<file path="config.mk">
export PLATFORM = sky130hd
export DESIGN_NAME = line_buffer_ctrl
export DESIGN_NICKNAME = d
export VERILOG_FILES = /design/src/rtl/line_buffer_ctrl.sv
export SDC_FILE = /design/constraint.sdc
export NUM_CORES = 1
export LEC_CHECK = 0
export CORE_UTILIZATION = 25
export CTS_CLUSTER_SIZE = 14
export DETAILED_ROUTE_END_ITERATION = 6
export PLACE_DENSITY = 0.47
export SLEW_MARGIN = 20
export SYNTH_ARGS = -nofsm -noshare
export SYNTH_HDL_FRONTEND = slang
export SYNTH_SLANG_ARGS = --single-unit
</file>
<file path="constraint.sdc">
create_clock -name clk -period 9.2 [get_ports clk]
set_input_delay 2.3 -clock clk [delete_from_list [all_inputs] [get_ports clk]]
set_output_delay 2.3 -clock clk [all_outputs]
set_load 0.02 [all_outputs]
</file>
<file path="src/rtl/line_buffer_ctrl.sv">
// Write/read controller for the four-line pixel buffer bank.
// Incoming raster pixels are written round-robin into four line buffers. Once
// three full lines are stored, three buffers are read in lockstep and one 3x3
// window per cycle is registered out to the convolution stage. o_intr pulses
// once per consumed line so the host can send another.
//
// Handshake: a pixel is transferred on a clock edge where i_pixel_valid=1 and
// o_ready=1. A valid pixel presented while o_ready=0 is dropped, not held; the
// source must re-present it. o_window_valid qualifies o_window for one cycle
// per window and has no back-pressure.
module line_buffer_ctrl #(
  parameter  int SIZE        = 8,
  localparam int IMAGE_WIDTH = 512,
  localparam int FILL_W      = $clog2(4 * IMAGE_WIDTH + 1)
) (
  input  logic                clk,
  input  logic                rstN,
  input  logic [SIZE-1:0]     i_pixel_data,
  input  logic                i_pixel_valid,
  output logic                o_ready,
  output logic [SIZE-1:0]     o_lb_wr_data,
  output logic [3:0]          o_lb_wr_en,
  output logic [3:0]          o_lb_rd_en,
  input  logic [3*SIZE-1:0]   i_lb_rd_data0,
  input  logic [3*SIZE-1:0]   i_lb_rd_data1,
  input  logic [3*SIZE-1:0]   i_lb_rd_data2,
  input  logic [3*SIZE-1:0]   i_lb_rd_data3,
  output logic [9*SIZE-1:0]   o_window,
  output logic                o_window_valid,
  output logic                o_intr,
  output logic [0:0]          o_dbg_state,
  output logic [FILL_W-1:0]   o_dbg_fill
);

  localparam int CNT_W = $clog2(IMAGE_WIDTH);

  localparam logic [CNT_W-1:0]  LAST_PIX   = CNT_W'(IMAGE_WIDTH - 1);
  localparam logic [FILL_W-1:0] FILL_FULL  = FILL_W'(4 * IMAGE_WIDTH);
  localparam logic [FILL_W-1:0] FILL_START = FILL_W'(3 * IMAGE_WIDTH);

  localparam logic [0:0] ST_IDLE = 1'b0;
  localparam logic [0:0] ST_READ = 1'b1;

  logic [CNT_W-1:0]  wr_cnt_q, wr_cnt_d;
  logic [1:0]        wr_sel_q, wr_sel_d;
  logic [CNT_W-1:0]  rd_cnt_q, rd_cnt_d;
  logic [1:0]        rd_sel_q, rd_sel_d;
  logic [FILL_W-1:0] fill_q, fill_d;
  logic [0:0]        state_q, state_d;
  logic [9*SIZE-1:0] window_q, window_d;
  logic              window_valid_q, window_valid_d;
  logic              intr_q, intr_d;

  logic              wr;
  logic              rd;
  logic [1:0]        rd_sel_p1;
  logic [1:0]        rd_sel_p2;
  logic [3*SIZE-1:0] rd_data [4];

  assign rd_data[0] = i_lb_rd_data0;
  assign rd_data[1] = i_lb_rd_data1;
  assign rd_data[2] = i_lb_rd_data2;
  assign rd_data[3] = i_lb_rd_data3;

  // The three read lines are consecutive buffers, wrapping modulo four.
  assign rd_sel_p1 = rd_sel_q + 2'd1;
  assign rd_sel_p2 = rd_sel_q + 2'd2;

  assign o_ready = (fill_q < FILL_FULL);
  assign wr      = i_pixel_valid & o_ready;
  assign rd      = (state_q == ST_READ);

  // Buffer strobes are gated by rstN so nothing is written or advanced during reset.
  always_comb begin
    o_lb_wr_en = 4'b0000;
    o_lb_rd_en = 4'b0000;
    if (rstN && wr) begin
      o_lb_wr_en = 4'b0001 << wr_sel_q;
    end
    if (rstN && rd) begin
      o_lb_rd_en = (4'b0001 << rd_sel_q) | (4'b0001 << rd_sel_p1) | (4'b0001 << rd_sel_p2);
    end
  end

  assign o_lb_wr_data   = i_pixel_data;
  assign o_window       = window_q;
  assign o_window_valid = window_valid_q;
  assign o_intr         = intr_q;
  assign o_dbg_state    = state_q;
  assign o_dbg_fill     = fill_q;

  // Next-state logic: write pointer, occupancy, read FSM and window register.
  always_comb begin
    wr_cnt_d       = wr_cnt_q;
    wr_sel_d       = wr_sel_q;
    rd_cnt_d       = rd_cnt_q;
    rd_sel_d       = rd_sel_q;
    fill_d         = fill_q;
    state_d        = state_q;
    window_d       = window_q;
    window_valid_d = rd;
    intr_d         = 1'b0;

    if (wr) begin
      if (wr_cnt_q == LAST_PIX) begin
        wr_cnt_d = '0;
        wr_sel_d = wr_sel_q + 2'd1;
      end else begin
        wr_cnt_d = wr_cnt_q + 1'b1;
      end
    end

    // A write and a read in the same cycle cancel out.
    case ({wr, rd})
      2'b10:   fill_d = fill_q + 1'b1;
      2'b01:   fill_d = fill_q - 1'b1;
      default: fill_d = fill_q;
    endcase

    // The start test looks at the post-update fill so a read begins the cycle
    // right after the write that completes the third line.
    case (state_q)
      ST_IDLE: begin
        if (fill_d >= FILL_START) begin
          state_d = ST_READ;
        end
      end
      ST_READ: begin
        if (rd_cnt_q == LAST_PIX) begin
          rd_cnt_d = '0;
          rd_sel_d = rd_sel_q + 2'd1;
          state_d  = ST_IDLE;
          intr_d   = 1'b1;
        end else begin
          rd_cnt_d = rd_cnt_q + 1'b1;
        end
      end
      default: state_d = ST_IDLE;
    endcase

    // Oldest line is the top row; the window holds its value between reads.
    if (rd) begin
      window_d = {rd_data[rd_sel_q], rd_data[rd_sel_p1], rd_data[rd_sel_p2]};
    end
  end

  // State registers with synchronous active-low reset.
  always_ff @(posedge clk) begin
    if (!rstN) begin
      wr_cnt_q       <= '0;
      wr_sel_q       <= '0;
      rd_cnt_q       <= '0;
      rd_sel_q       <= '0;
      fill_q         <= '0;
      state_q        <= ST_IDLE;
      window_q       <= '0;
      window_valid_q <= 1'b0;
      intr_q         <= 1'b0;
    end else begin
      wr_cnt_q       <= wr_cnt_d;
      wr_sel_q       <= wr_sel_d;
      rd_cnt_q       <= rd_cnt_d;
      rd_sel_q       <= rd_sel_d;
      fill_q         <= fill_d;
      state_q        <= state_d;
      window_q       <= window_d;
      window_valid_q <= window_valid_d;
      intr_q         <= intr_d;
    end
  end

endmodule
</file>
Yosys cells after proc, flatten, opt, wreduce, memory -nomap -nowiden
Index checks and enable logic that the tools add are counted.

Input port bits: 107. Bits in registers: 109.

Shift operators: 4. $lt $le $gt $ge: 5. Bitwise operators: 7. Multiplexer cells: 18. Eq/ne operators: 4. Reduce and logical (&&, ||, !) cells: 5. Add/subtract/negate cells: 7.

Operators by type and width (count): binary-select mux 24 bit (select 2 bit) (3); 2-to-1 mux 24 bit (6); one-hot mux 12 bit (2 select lines) (1); adder 9 x 1 -> 9 bit (second input constant) (2); == test 9 bit (second input constant) (2); 2-to-1 mux 9 bit (2); << shifter 1 x 2 -> 4 bit (first input constant) (4); adder 12 x 1 -> 12 bit (second input constant) (1); greater-or-equal comparator 12 x 11 -> 1 bit (second input constant) (1); < comparator 12 bit (second input constant) (1); subtractor 12 x 1 -> 12 bit (second input constant) (1); greater-or-equal comparator 3 bit (second input constant) (3); inverter 2 -> 3 bit (3); 2-to-1 mux 4 bit (2); OR 4 bit (2); AND reduction 2 bit (3); adder 2 x 1 -> 2 bit (second input constant) (2); 2-to-1 mux 1 bit (3); adder 2 bit (second input constant) (1); == test 2 x 1 -> 1 bit (second input constant) (1); == test 2 bit (second input constant) (1); logical AND 1 bit (2); one-hot mux 1 bit (2 select lines) (1); AND 1 bit (1); inverter 1 bit (1).

Logic depth before layout (Yosys ltp)
Gate-level depths: netlist of run 1.

Depth in word-level cells: 7. Mapped depth: 16. Mapped depth without buffers: 12.

Worst setup path before layout of run 1
Ideal clock, no wire load.

Kind: input-to-output. From: in rstN. To: out o_lb_rd_en[0]. Arrival: 3249 ps. Path buffers: 2. Cell stages on the path: 4. Slack: 3651 ps. Cell sequence: clkbuf_1 -> clkbuf_1 -> nand2_1 -> nor2_1.

Cells in the longest elaborated chain, start to end: 2.

Ends and longest elaborated chain: from (decl) (RTL line 17) `input logic rstN,`; logical AND 1 bit (RTL line 80) `if (rstN && rd) begin`; 2-to-1 mux 4 bit (RTL line 80); to (decl) (RTL line 23) `output logic [3:0] o_lb_rd_en,`.

No other way between the ends.

Final worst setup path of run 1
From: in rstN. To: out o_lb_wr_en[1].

Cells in the longest elaborated chain, start to end: 2.

Ends and longest elaborated chain: logical AND 1 bit (RTL line 77) `if (rstN && wr) begin`; 2-to-1 mux 4 bit (RTL line 77); to (decl) (RTL line 22) `output logic [3:0] o_lb_wr_en,`.

No other way between the ends.

==> results.ini, run 1 <==
[cells_and_area]
multiInputGateArea_sq_um = 4270
area_delta_synth_final_pct = 35.2
diodes = 0
num-fill-cells = 2599
nNetsFinal = 892
drive_gt1_share_pct = 12.9
storage_element_area_sq_um = 2190

[floorplan]
rows = 59
die-height_um = 167
dieArea_sq_um = 27800
start_util_pct = 25.8
pin_count = 211
design.core.area_sq_um = 26400
fp.dieW_um = 167

[pwr]
total_switching_power_uw = 565
p_int_mw = 1.04
power_frac_seq_pct = 39.4
total_power_mw = 1.60
vdd.ir_drop.worst_v = 0.0000863
p_per_area_nw_per_um2 = 175
leakage_nw = 2.90
power.combinational.fraction_pct = 37.5
clockPowerShare_pct = 23.2
sw_frac_of_total_pct = 35.2

[routing]
first_pass_drt_iterations = 4
remaining_drc_errors = 0
via_count = 5471
antenna_violating_nets_post_route = 0
routedWlPerCell_um = 17.7
detail_route.iter0.violations = 303
route.final.wire_length_um = 19600
routed_via_density = 4.94

[critical_path]
start_kind = input port
crit_fanout = 53
timing.critical_path.arrival_ns = 4.29
required_ns = 6.90
worstRegToRegCells = 13
critical_path.endpoint_type = primary output
critical_path.reg2reg.endpoint = o_dbg_state$_SDFF_PN0_
flop_to_flop_setup_slack_ns = 5.65
worst_r2r_startpoint = o_dbg_fill[11]$_SDFF_PN0_
worst-setup-path-type = in -> out

[hold_path]
min_delay_path_depth = 2
worstHoldEndpoint = rd_cnt_q[7]$_SDFFE_PN0P_
min_from = rd_cnt_q[7]$_SDFFE_PN0P_
holdCritPathClass = reg -> reg

[yosys]
mappedNetlistNets = 742
synth.most_common_cell = sky130_fd_sc_hd__dfxtp_1
yosysSeqAreaShare_pct = 32.2
number_of_enable_type_register_cells_in_the_synthesized_netlist = 0
count_of_distinct_cell_types_in_the_synthesized_netlist = 52
synth_top_cell_by_area = sky130_fd_sc_hd__dfxtp_1
synthFlopType = sky130_fd_sc_hd__dfxtp_1
synth_commonest_cells = sky130_fd_sc_hd__dfxtp_1, sky130_fd_sc_hd__nor2b_1, sky130_fd_sc_hd__mux2i_1, sky130_fd_sc_hd__mux4_2, sky130_fd_sc_hd__clkbuf_1
share_of_flip_flops_with_an_asynchronous_set_or_reset_after_synthesis_pct = 0
yosysWarningCount = 0
post_synth.cell_area_avg_sq_um = 11.0
netlist_area_sq_um = 6790
yosys_register_bits = 109
synthTopCellsByArea = sky130_fd_sc_hd__dfxtp_1, sky130_fd_sc_hd__mux4_2, sky130_fd_sc_hd__mux2i_1, sky130_fd_sc_hd__nor2b_1, sky130_fd_sc_hd__ha_1
netlist_instances = 619
yosysTopAreaCellShare_pct = 32.2

[placed_design]
place.port_buffers = 194
dp_hpwl_um = 14100
place_congestion = 0.865

[sta]
finalWorstPathRequiredPeriod_ns = 6.59
timing.setup.tns_ns = 0
worst_skew_ns = 0.00939
headroom_to_the_max_slew_limit_pct = 42.7
finalMaxSlewViolations = 0
tightestPinTransition_ns = 0.860
fmaxAchievable_ghz = 0.152
timing.final.crit_share_pct = 71.7
final_hold_viol_count = 0
report.final.setup_viol = 0
grt_setup_unrepaired = false

[global_route]
grt_pass1_vias = 5435
gr-total-overflow = 0
grt_first_pass_wirelength_um = 30300
grt_antenna_before_repair = 0
largest_net_degree_at_the_start_of_global_routing = 54
globalRouteTotalUtil_pct = 13.9

[clocking]
worst_setup_hold_path_clk_slew_ns = 0.07
cts.htree.levels = 3
tritoncts.num_buffers = 9
clk_path_buf_depth = 2
clock_insertion_delay_worst_skew_ns = 0.36
cts_hold_buffers = 0
cts_tree = done
cts.sink_count = 109
post_cts_resize_count = 0
clock-root-buffer = sky130_fd_sc_hd__clkbuf_16
cts_setup_buffers = 0

[flow_run]
timing.max_cap.violations = 0

[status]
outcome = finished, final reports clean

power groups by stage:
stage          clock network [mW]  registers, mW  logic [mW]
2_1_floorplan                   0          0.671       0.319
3_3_place_gp                    0          0.642       0.599
3_5_place_dp                    0          0.642       0.605
4_1_cts                     0.393          0.634       0.608
5_1_grt                     0.408          0.646       0.647
6_report                    0.371          0.632       0.601
per-stage QoR:
step                cell area, sq um  cells  utilization (%)  hold WS (ns)  setup WS (ns)
finish                          9170   1108             34.8         0.495           2.61
global route                    9170   1108             34.8         0.518           2.42
CTS                             9170   1108             34.8         0.495           2.55
detailed placement              8910   1093             33.8         0.484           2.56
global placement                8910   1093             33.8         0.464           2.59
floorplan                       6790    619                -         0.448           3.65
logic make-up (layout without fill, tap and decap cells):
logic type / count (synthesis) / count (layout) / synth area share [%]
adder cells (fa/ha/maj): 16 / 16 / 2.95
buffers and inverters: 73 / 227 / 4.90
multiplexers: 147 / 147 / 35.0
XOR/XNOR: 21 / 21 / 2.71
AND/OR/NAND/NOR: 185 / 185 / 15.5
AO/OA/AOI/OAI: 68 / 68 / 6.82
flip-flops: 109 / 109 / 32.2
final cells by class:
cell class	count	area share [%]
Sequential cell	109	23.9
Clock inverter	5	0.382
Tap cell	335	4.57
Inverter	12	0.491
Timing Repair Buffer	200	21.6
Multi-Input combinational cell	437	46.6
Clock buffer	10	2.50
worst max-delay path, stage by stage:
cell	delay (ns)
sky130_fd_sc_hd__buf_2	0.60
sky130_fd_sc_hd__buf_4	0.55
sky130_fd_sc_hd__and3_1	0.24
sky130_fd_sc_hd__clkdlybuf4s50_1	0.60
state kept, by name (all words and copies together) (netlist names):
signal / count
o_window: 72
o_dbg_fill: 12
rd_cnt_q: 9
wr_cnt_q: 9
rd_sel_q: 2
wr_sel_q: 2
o_dbg_state: 1
o_intr: 1
o_window_valid: 1
worst max-delay path by stage:
stage	startpoint	endpoint	cells after the start
final	rstN	o_lb_wr_en[1]	4
after global routing	rstN	o_lb_wr_en[0]	4
after CTS	rstN	o_lb_wr_en[1]	4
after detailed placement	rstN	o_lb_wr_en[1]	4
after global placement	rstN	o_lb_wr_en[3]	4
after floorplan	rstN	o_lb_rd_en[0]	4
routing by layer:
layer  part of all wire [%]  GRT usage, %
met5                      0             0
met4                    1.4          3.90
met3                    8.3          5.20
met2                     47          22.5
met1                     43          17.3
layout by cell type (no fill, tap or decap), types with 4 or more instances in the layout:
cell and count:
sky130_fd_sc_hd__mux2i_1 75, sky130_fd_sc_hd__a21boi_0 7, sky130_fd_sc_hd__clkbuf_16 9, sky130_fd_sc_hd__xnor2_1 8, sky130_fd_sc_hd__a21oi_1 14, sky130_fd_sc_hd__buf_4 6, sky130_fd_sc_hd__inv_1 11, sky130_fd_sc_hd__xor2_1 13
sky130_fd_sc_hd__or3_1 7, sky130_fd_sc_hd__nand2_1 25, sky130_fd_sc_hd__nand3_1 4, sky130_fd_sc_hd__dfxtp_1 106, sky130_fd_sc_hd__clkdlybuf4s50_1 193, sky130_fd_sc_hd__nor3_1 8, sky130_fd_sc_hd__mux4_2 72, sky130_fd_sc_hd__o21ai_0 17
sky130_fd_sc_hd__nor2_1 25, sky130_fd_sc_hd__nor2b_1 79, sky130_fd_sc_hd__and3_1 10, sky130_fd_sc_hd__ha_1 16, sky130_fd_sc_hd__and2_1 8, sky130_fd_sc_hd__nand4_1 6
No activity file was read; power rests on OpenSTA's default activity.
==> run 2, diff against run 1 <==
clock period = 6.75 ns   (was 9.2 ns; I/O delays follow)
==> run 2 against run 1 <==
- sequential cell count is the same
- global-route usage grew 0.43 points
- clock skew grew 0.0077 ns
- sequential share of layout area is essentially flat
- critical path type unchanged
- critical endpoint is now o_lb_wr_en[0]
- highest routed layer unchanged
==> results.ini, run 2 (same netlist as run 1, synthesis figures left out) <==
[status]
outcome = finished, final reports clean

[global_route]
grt_first_pass_wirelength_um = 31500  ; +3.8%
grt_antenna_before_repair = 0  ; unchanged
largest_net_degree_at_the_start_of_global_routing = 93  ; +72%
globalRouteTotalUtil_pct = 14.4  ; +0.43 points
gr-total-overflow = 0  ; unchanged
grt_pass1_vias = 5665  ; +4.2%

[pwr]
vdd.ir_drop.worst_v = 0.000112  ; +30%
sw_frac_of_total_pct = 35.5  ; +0.31 points
power_frac_seq_pct = 38.4  ; -1.0 points
power.combinational.fraction_pct = 38.0  ; +0.5 points
total_switching_power_uw = 783  ; +39%
p_int_mw = 1.42  ; +37%
leakage_nw = 2.91  ; +0.34%
p_per_area_nw_per_um2 = 240  ; +37%
clockPowerShare_pct = 23.6  ; +0.4 points

[clocking]
cts.sink_count = 109  ; unchanged
clk_path_buf_depth = 2  ; unchanged
cts_tree = done
cts.htree.levels = 3  ; unchanged
cts_setup_buffers = 0  ; unchanged
clock_insertion_delay_worst_skew_ns = 0.36  ; about the same
worst_setup_hold_path_clk_slew_ns = 0.07  ; about the same
cts_hold_buffers = 0  ; unchanged
tritoncts.num_buffers = 9  ; unchanged
clock-root-buffer = sky130_fd_sc_hd__clkbuf_16
post_cts_resize_count = 0  ; unchanged

[critical_path]
crit_fanout = 13  ; -75%
critical_path.endpoint_type = primary output
timing.critical_path.arrival_ns = 3.22  ; -1.07 ns
start_kind = input port
worst-setup-path-type = in -> out
required_ns = 5.06  ; -1.84 ns

[cells_and_area]
nNetsFinal = 892  ; unchanged
flip_flop_count_of_the_largest_register_all_copies_and_words_added = 72  ; unchanged
num-fill-cells = 2603  ; +0.15%
diodes = 0  ; unchanged
commonest_non_fill_non_tap_cell_in_the_layout = sky130_fd_sc_hd__clkdlybuf4s50_1
commonest_non_fill_non_tap_cells_in_the_layout = sky130_fd_sc_hd__clkdlybuf4s50_1, sky130_fd_sc_hd__dfxtp_1, sky130_fd_sc_hd__nor2b_1
final_core_utilization_pct = 34.9  ; +0.048 points
drive_gt1_share_pct = 13.2  ; +0.24 points
area_delta_synth_final_pct = 35.3
instances_no_fill = 1109  ; +0.090%

[routing]
remaining_drc_errors = 0  ; unchanged
via_count = 5471  ; unchanged
first_pass_drt_iterations = 5  ; +1
antenna_violating_nets_post_route = 0  ; unchanged
routed_via_density = 4.93  ; about the same
routedWlPerCell_um = 17.7  ; about the same
route.final.wire_length_um = 19600  ; +0.15%
detail_route.iter0.violations = 276  ; -8.9%

[flow_run]
timing.max_cap.violations = 0  ; unchanged

[sta]
finalWorstPathRequiredPeriod_ns = 4.91
timing.setup.tns_ns = 0  ; unchanged
grt_setup_unrepaired = false
report.final.setup_viol = 0  ; unchanged
tightestPinTransition_ns = 1.04  ; +0.184 ns
timing.final.crit_share_pct = 72.7
headroom_to_the_max_slew_limit_pct = 30.4  ; -12 points
finalMaxSlewViolations = 0  ; unchanged
post-route-worst-setup-slack_ns = 1.84  ; -0.763 ns
final_hold_viol_count = 0  ; unchanged
fmaxAchievable_ghz = 0.204
worst_skew_ns = 0.0171  ; +0.00772 ns

[floorplan]
rows = 59  ; unchanged
fp.dieW_um = 167  ; unchanged
design.core.area_sq_um = 26400  ; unchanged
start_util_pct = 25.8  ; unchanged
dieArea_sq_um = 27800  ; unchanged
die-height_um = 167  ; unchanged
pin_count = 211  ; unchanged

[placed_design]
pre_cts_ws_ns = 1.55  ; -1.01 ns
place.port_buffers = 194  ; unchanged
dp_hpwl_um = 13900  ; -2.0%
place_congestion = 0.836  ; -3.4%
placedCellCount = 1093  ; unchanged

[hold_path]
holdCritPathClass = reg -> reg

-- run 2: cell count changes in the layout (fill, tap and decap cells not counted), sizes merged --
cell	delta
clkinvlp	-1
clkinv	+4
inv	-1
clkbuf	-1
-- run 2: worst max-delay path: stages --
cell and delay (ns):
sky130_fd_sc_hd__clkdlybuf4s50_1 0.45, sky130_fd_sc_hd__nor2b_1 0.13, sky130_fd_sc_hd__buf_4 0.19, sky130_fd_sc_hd__and3_1 0.16, sky130_fd_sc_hd__clkdlybuf4s50_1 0.59
-- run 2: cell type report --
cell class              instances  area (sq um)  area share [%]
multi-input cells             437          4270            46.5
flip-flops and latches        109          2190            23.9
repair buffers                200          1980            21.6
well taps                     335           419            4.56
clock buffers                   9           225            2.45
clock inverters                 7          51.3           0.559
inverters                      12          45.0           0.490
-- run 2: power by group through the flow --
| stage | Clock (mW) | Combinational [mW] | Sequential (mW) |
|---|---|---|---|
| 2_1_floorplan | 0 | 0.435 | 0.915 |
| 3_3_place_gp | 0 | 0.834 | 0.860 |
| 3_5_place_dp | 0 | 0.842 | 0.862 |
| 4_1_cts | 0.548 | 0.847 | 0.849 |
| 5_1_grt | 0.571 | 0.908 | 0.866 |
| 6_report | 0.521 | 0.836 | 0.847 |
-- run 2: through the flow --
stage / power [mW] / cell area (sq um) / hold WS, ns
after global routing: 2.35 / 9190 / 0.521
after CTS: 2.24 / 9190 / 0.493
after global placement: 1.69 / 8910 / 0.464
after floorplan: 1.35 / 6790 / 0.448
final: 2.20 / 9190 / 0.485
after detailed placement: 1.70 / 8910 / 0.482
-- run 2: worst paths after layout --
path	startpoint	cells past startpoint	slack [ns]	to
max	i_pixel_valid	5	1.84	o_lb_wr_en[0]
min	wr_cnt_q[8]$_SDFFE_PN0P_	2	0.49	wr_cnt_q[8]$_SDFFE_PN0P_
max reg2reg	o_dbg_fill[11]$_SDFF_PN0_	13	3.29	o_dbg_state$_SDFF_PN0_
min reg2reg	wr_cnt_q[8]$_SDFFE_PN0P_	2	0.49	wr_cnt_q[8]$_SDFFE_PN0P_
-- run 2: routing by layer --
metal  GRT usage, %  wire (um)  vias to the layer above
met5              0          0                        -
met4           3.18        214                        0
met3           6.56       1970                       12
met2           24.5       9460                      191
met1           16.3       7980                     2695
li1               -          -                     2573
==> patch (flow settings as in run 1) <==
`SIZE`: 8 -> 4.
--- a/src/rtl/line_buffer_ctrl.sv
+++ b/src/rtl/line_buffer_ctrl.sv
@@ -9,7 +9,7 @@
 // source must re-present it. o_window_valid qualifies o_window for one cycle
 // per window and has no back-pressure.
 module line_buffer_ctrl #(
-  parameter  int SIZE        = 8,
+  parameter  int SIZE        = 4,
   localparam int IMAGE_WIDTH = 512,
   localparam int FILL_W      = $clog2(4 * IMAGE_WIDTH + 1)
 ) (
Ports: changed (7 resized); port bits go from 211 to 119. The function was not compared with the original's and may differ.
==> patch against run 1 <==
  * Wire length down 41%
  * Worst setup slack better by 0.37 ns
  * Total power down 22%
  * Count of clock-buffer cells in the layout down 1
  * Cell area down 34%
  * Non-clock buffer count down 85
  * Area after synthesis down 33%
  * Sequential cell count down 36
  * Largest cell class unchanged
  * Largest power group is now combinational logic
==> patch: results (changes against run 1) <==
- Status: complete, no violations (unchanged)
- Ys flop type: dfxtp_1 (unchanged)
- Clock Skew: 0.00726 ns (was 0.00939 ns)
- Clock Tree Buf Depth: 2 (unchanged)
- Router iterations before antenna repair: 4 (unchanged)
- First-pass GRT wire length: 18.6 mm (was 30.3 mm)
- Initial drt markers: 212 (was 303)
- Met1 Use GR: 15.1% (was 17.3%)
- GR Layer Usage met2: 20.9% (was 22.5%)
- Min-delay src: wr_cnt_q[8]$_SDFFE_PN0P_ (was rd_cnt_q[7]$_SDFFE_PN0P_)
- FFs w/ async S/R, synth: 0% (unchanged)
- Grt met3 use: 5.07% (was 5.20%)
- Via density: 4.87 (was 4.94)
- Htree depth: 3 (unchanged)
- Vias in the first global route: 3642 (was 5435)
- Placed inst area: 5750 µm² (was 8910 µm²)
- IO buf count: 110 (was 194)
- RePlAce Congestion: 0.787 (was 0.865)
- Worst path slowest cell: clkdlybuf4s50_1 (was buf_2)
- Worst slew margin: 42.3% (was 42.7%)
- YS warnings: 0 (unchanged)
- Critical-path maximum fanout: 65 (was 53)
- Worst vdd ir: 88.8 µV (was 86.3 µV)
- Worst Hold Endpoint: wr_cnt_q[8]$_SDFFE_PN0P_ (was rd_cnt_q[7]$_SDFFE_PN0P_)
- Syn Area/Cell: 10.3 µm² (was 11.0 µm²)
- Final wirelength: 11.6 mm (was 19.6 mm)
- Post-DP HPWL: 7.98 mm (was 14.1 mm)
- Placed insts: 744 (was 1093)
- Largest net degree at the start of global routing: 66 (was 54)
- Clk_lat worst skew: 0.33 ns (was 0.36 ns)
- Syn Nets: 512 (was 742)
- Power Internal: 823 µW (was 1040 µW)
- Nets: 600 (was 892)
- Synth unique cells: 57 (was 52)
- Antenna Cells: 0 (unchanged)
- Lkg Pwr: 0.00204 µW (was 0.00290 µW)
- Top post-synthesis cells by count: dfxtp_1 (73), nor2b_1 (43), mux2i_1 (40) (was dfxtp_1 (109), nor2b_1 (79), mux2i_1 (75))
- Register area share after synthesis: 32.2% (about the same)
- Top cells by area, synth: dfxtp_1 (32%), mux4_2 (18%), mux2i_1 (8.8%), nor2b_1 (5.9%), ha_1 (4.1%) (was dfxtp_1 (32%), mux4_2 (24%), mux2i_1 (11%), nor2b_1 (7.3%), ha_1 (2.9%))
- Share of layout cells above drive strength 1: 13.1% (was 12.9%)
- R2r setup slk: 5.76 ns (was 5.65 ns)
- Pre-CTS WS: 2.93 ns (was 2.56 ns)
- Worst path arrival time: 3.92 ns (was 4.29 ns)
- GRT Util Overall: 12.8% (was 13.9%)
- Max reg flops: 36 (was 72)
- Layout Cells excl Fill: 760 (was 1108)
- Worst r2r dst: o_dbg_fill[8]$_SDFF_PN0_ (was o_dbg_state$_SDFF_PN0_)
- Max incr delay on CP: 0.62 ns (was 0.60 ns)
[patch: logic make-up (layout without fill, tap and decap cells)]
family | after synthesis | count (layout) | share of synthesized area, %
AND/OR/NAND/NOR | 154 | 154 | 18.8
multiplexers | 76 | 76 | 26.7
flip-flops | 73 | 73 | 32.2
AO/OA/AOI/OAI | 53 | 53 | 8.26
buffers and inverters | 47 | 140 | 5.19
XOR/XNOR | 24 | 24 | 4.64
adder cells (fa/ha/maj) | 15 | 15 | 4.14
[patch: worst max-delay path by stage]
stage	depth (start not counted)	slack (ns)	end	from
3_3_place_gp	5	2.95	o_lb_rd_en[1]	rstN
3_5_place_dp	5	2.93	o_lb_rd_en[3]	rstN
6_report	5	2.98	o_lb_rd_en[3]	rstN
5_1_grt	5	2.79	o_lb_rd_en[3]	rstN
4_1_cts	5	2.92	o_lb_rd_en[3]	rstN
2_1_floorplan	4	3.67	o_lb_rd_en[0]	rstN
[patch: power groups by stage]
stage	Clock, µW	Combinational [µW]	Sequential [µW]
global placement	0	449	425
CTS	387	454	420
global route	399	486	428
floorplan	0	250	456
detailed placement	0	452	425
finish	377	448	419
[patch: area by class of cell]
type | count | area [µm²]
tap | 225 | 282
inverter | 9 | 33.8
clock buffer | 9 | 225
timing repair buffer | 115 | 1130
multi-input combinational | 322 | 2840
fill | 1729 | 11400
sequential | 73 | 1460
clock inverter | 7 | 93.8
[patch: metrics by stage]
step	power [µW]	utilization, %	hold slack (ns)
after floorplan	706	-	0.448
after global placement	875	32.9	0.461
after detailed placement	877	32.9	0.477
after CTS	1260	34.7	0.484
after global routing	1310	34.7	0.502
final	1240	34.7	0.487
[patch: layer usage]
metal,part of all wire [%],vias to the layer above
li1,-,1771
met1,44,1800
met2,46,118
met3,8.9,11
met4,1.2,0
met5,0,-
[patch: worst register-to-register path, delay by kind of cell, from the launching register on]
kind                     cells  cell delay [ns]
XOR/XNOR                     1             0.15
buffers and inverters        2             0.30
AO/OA/AOI/OAI                3             0.48
AND/OR/NAND/NOR              4             0.88
flip-flops                   1             0.35
multiplexers                 1             0.18
adder cells (fa/ha/maj)      2             1.03
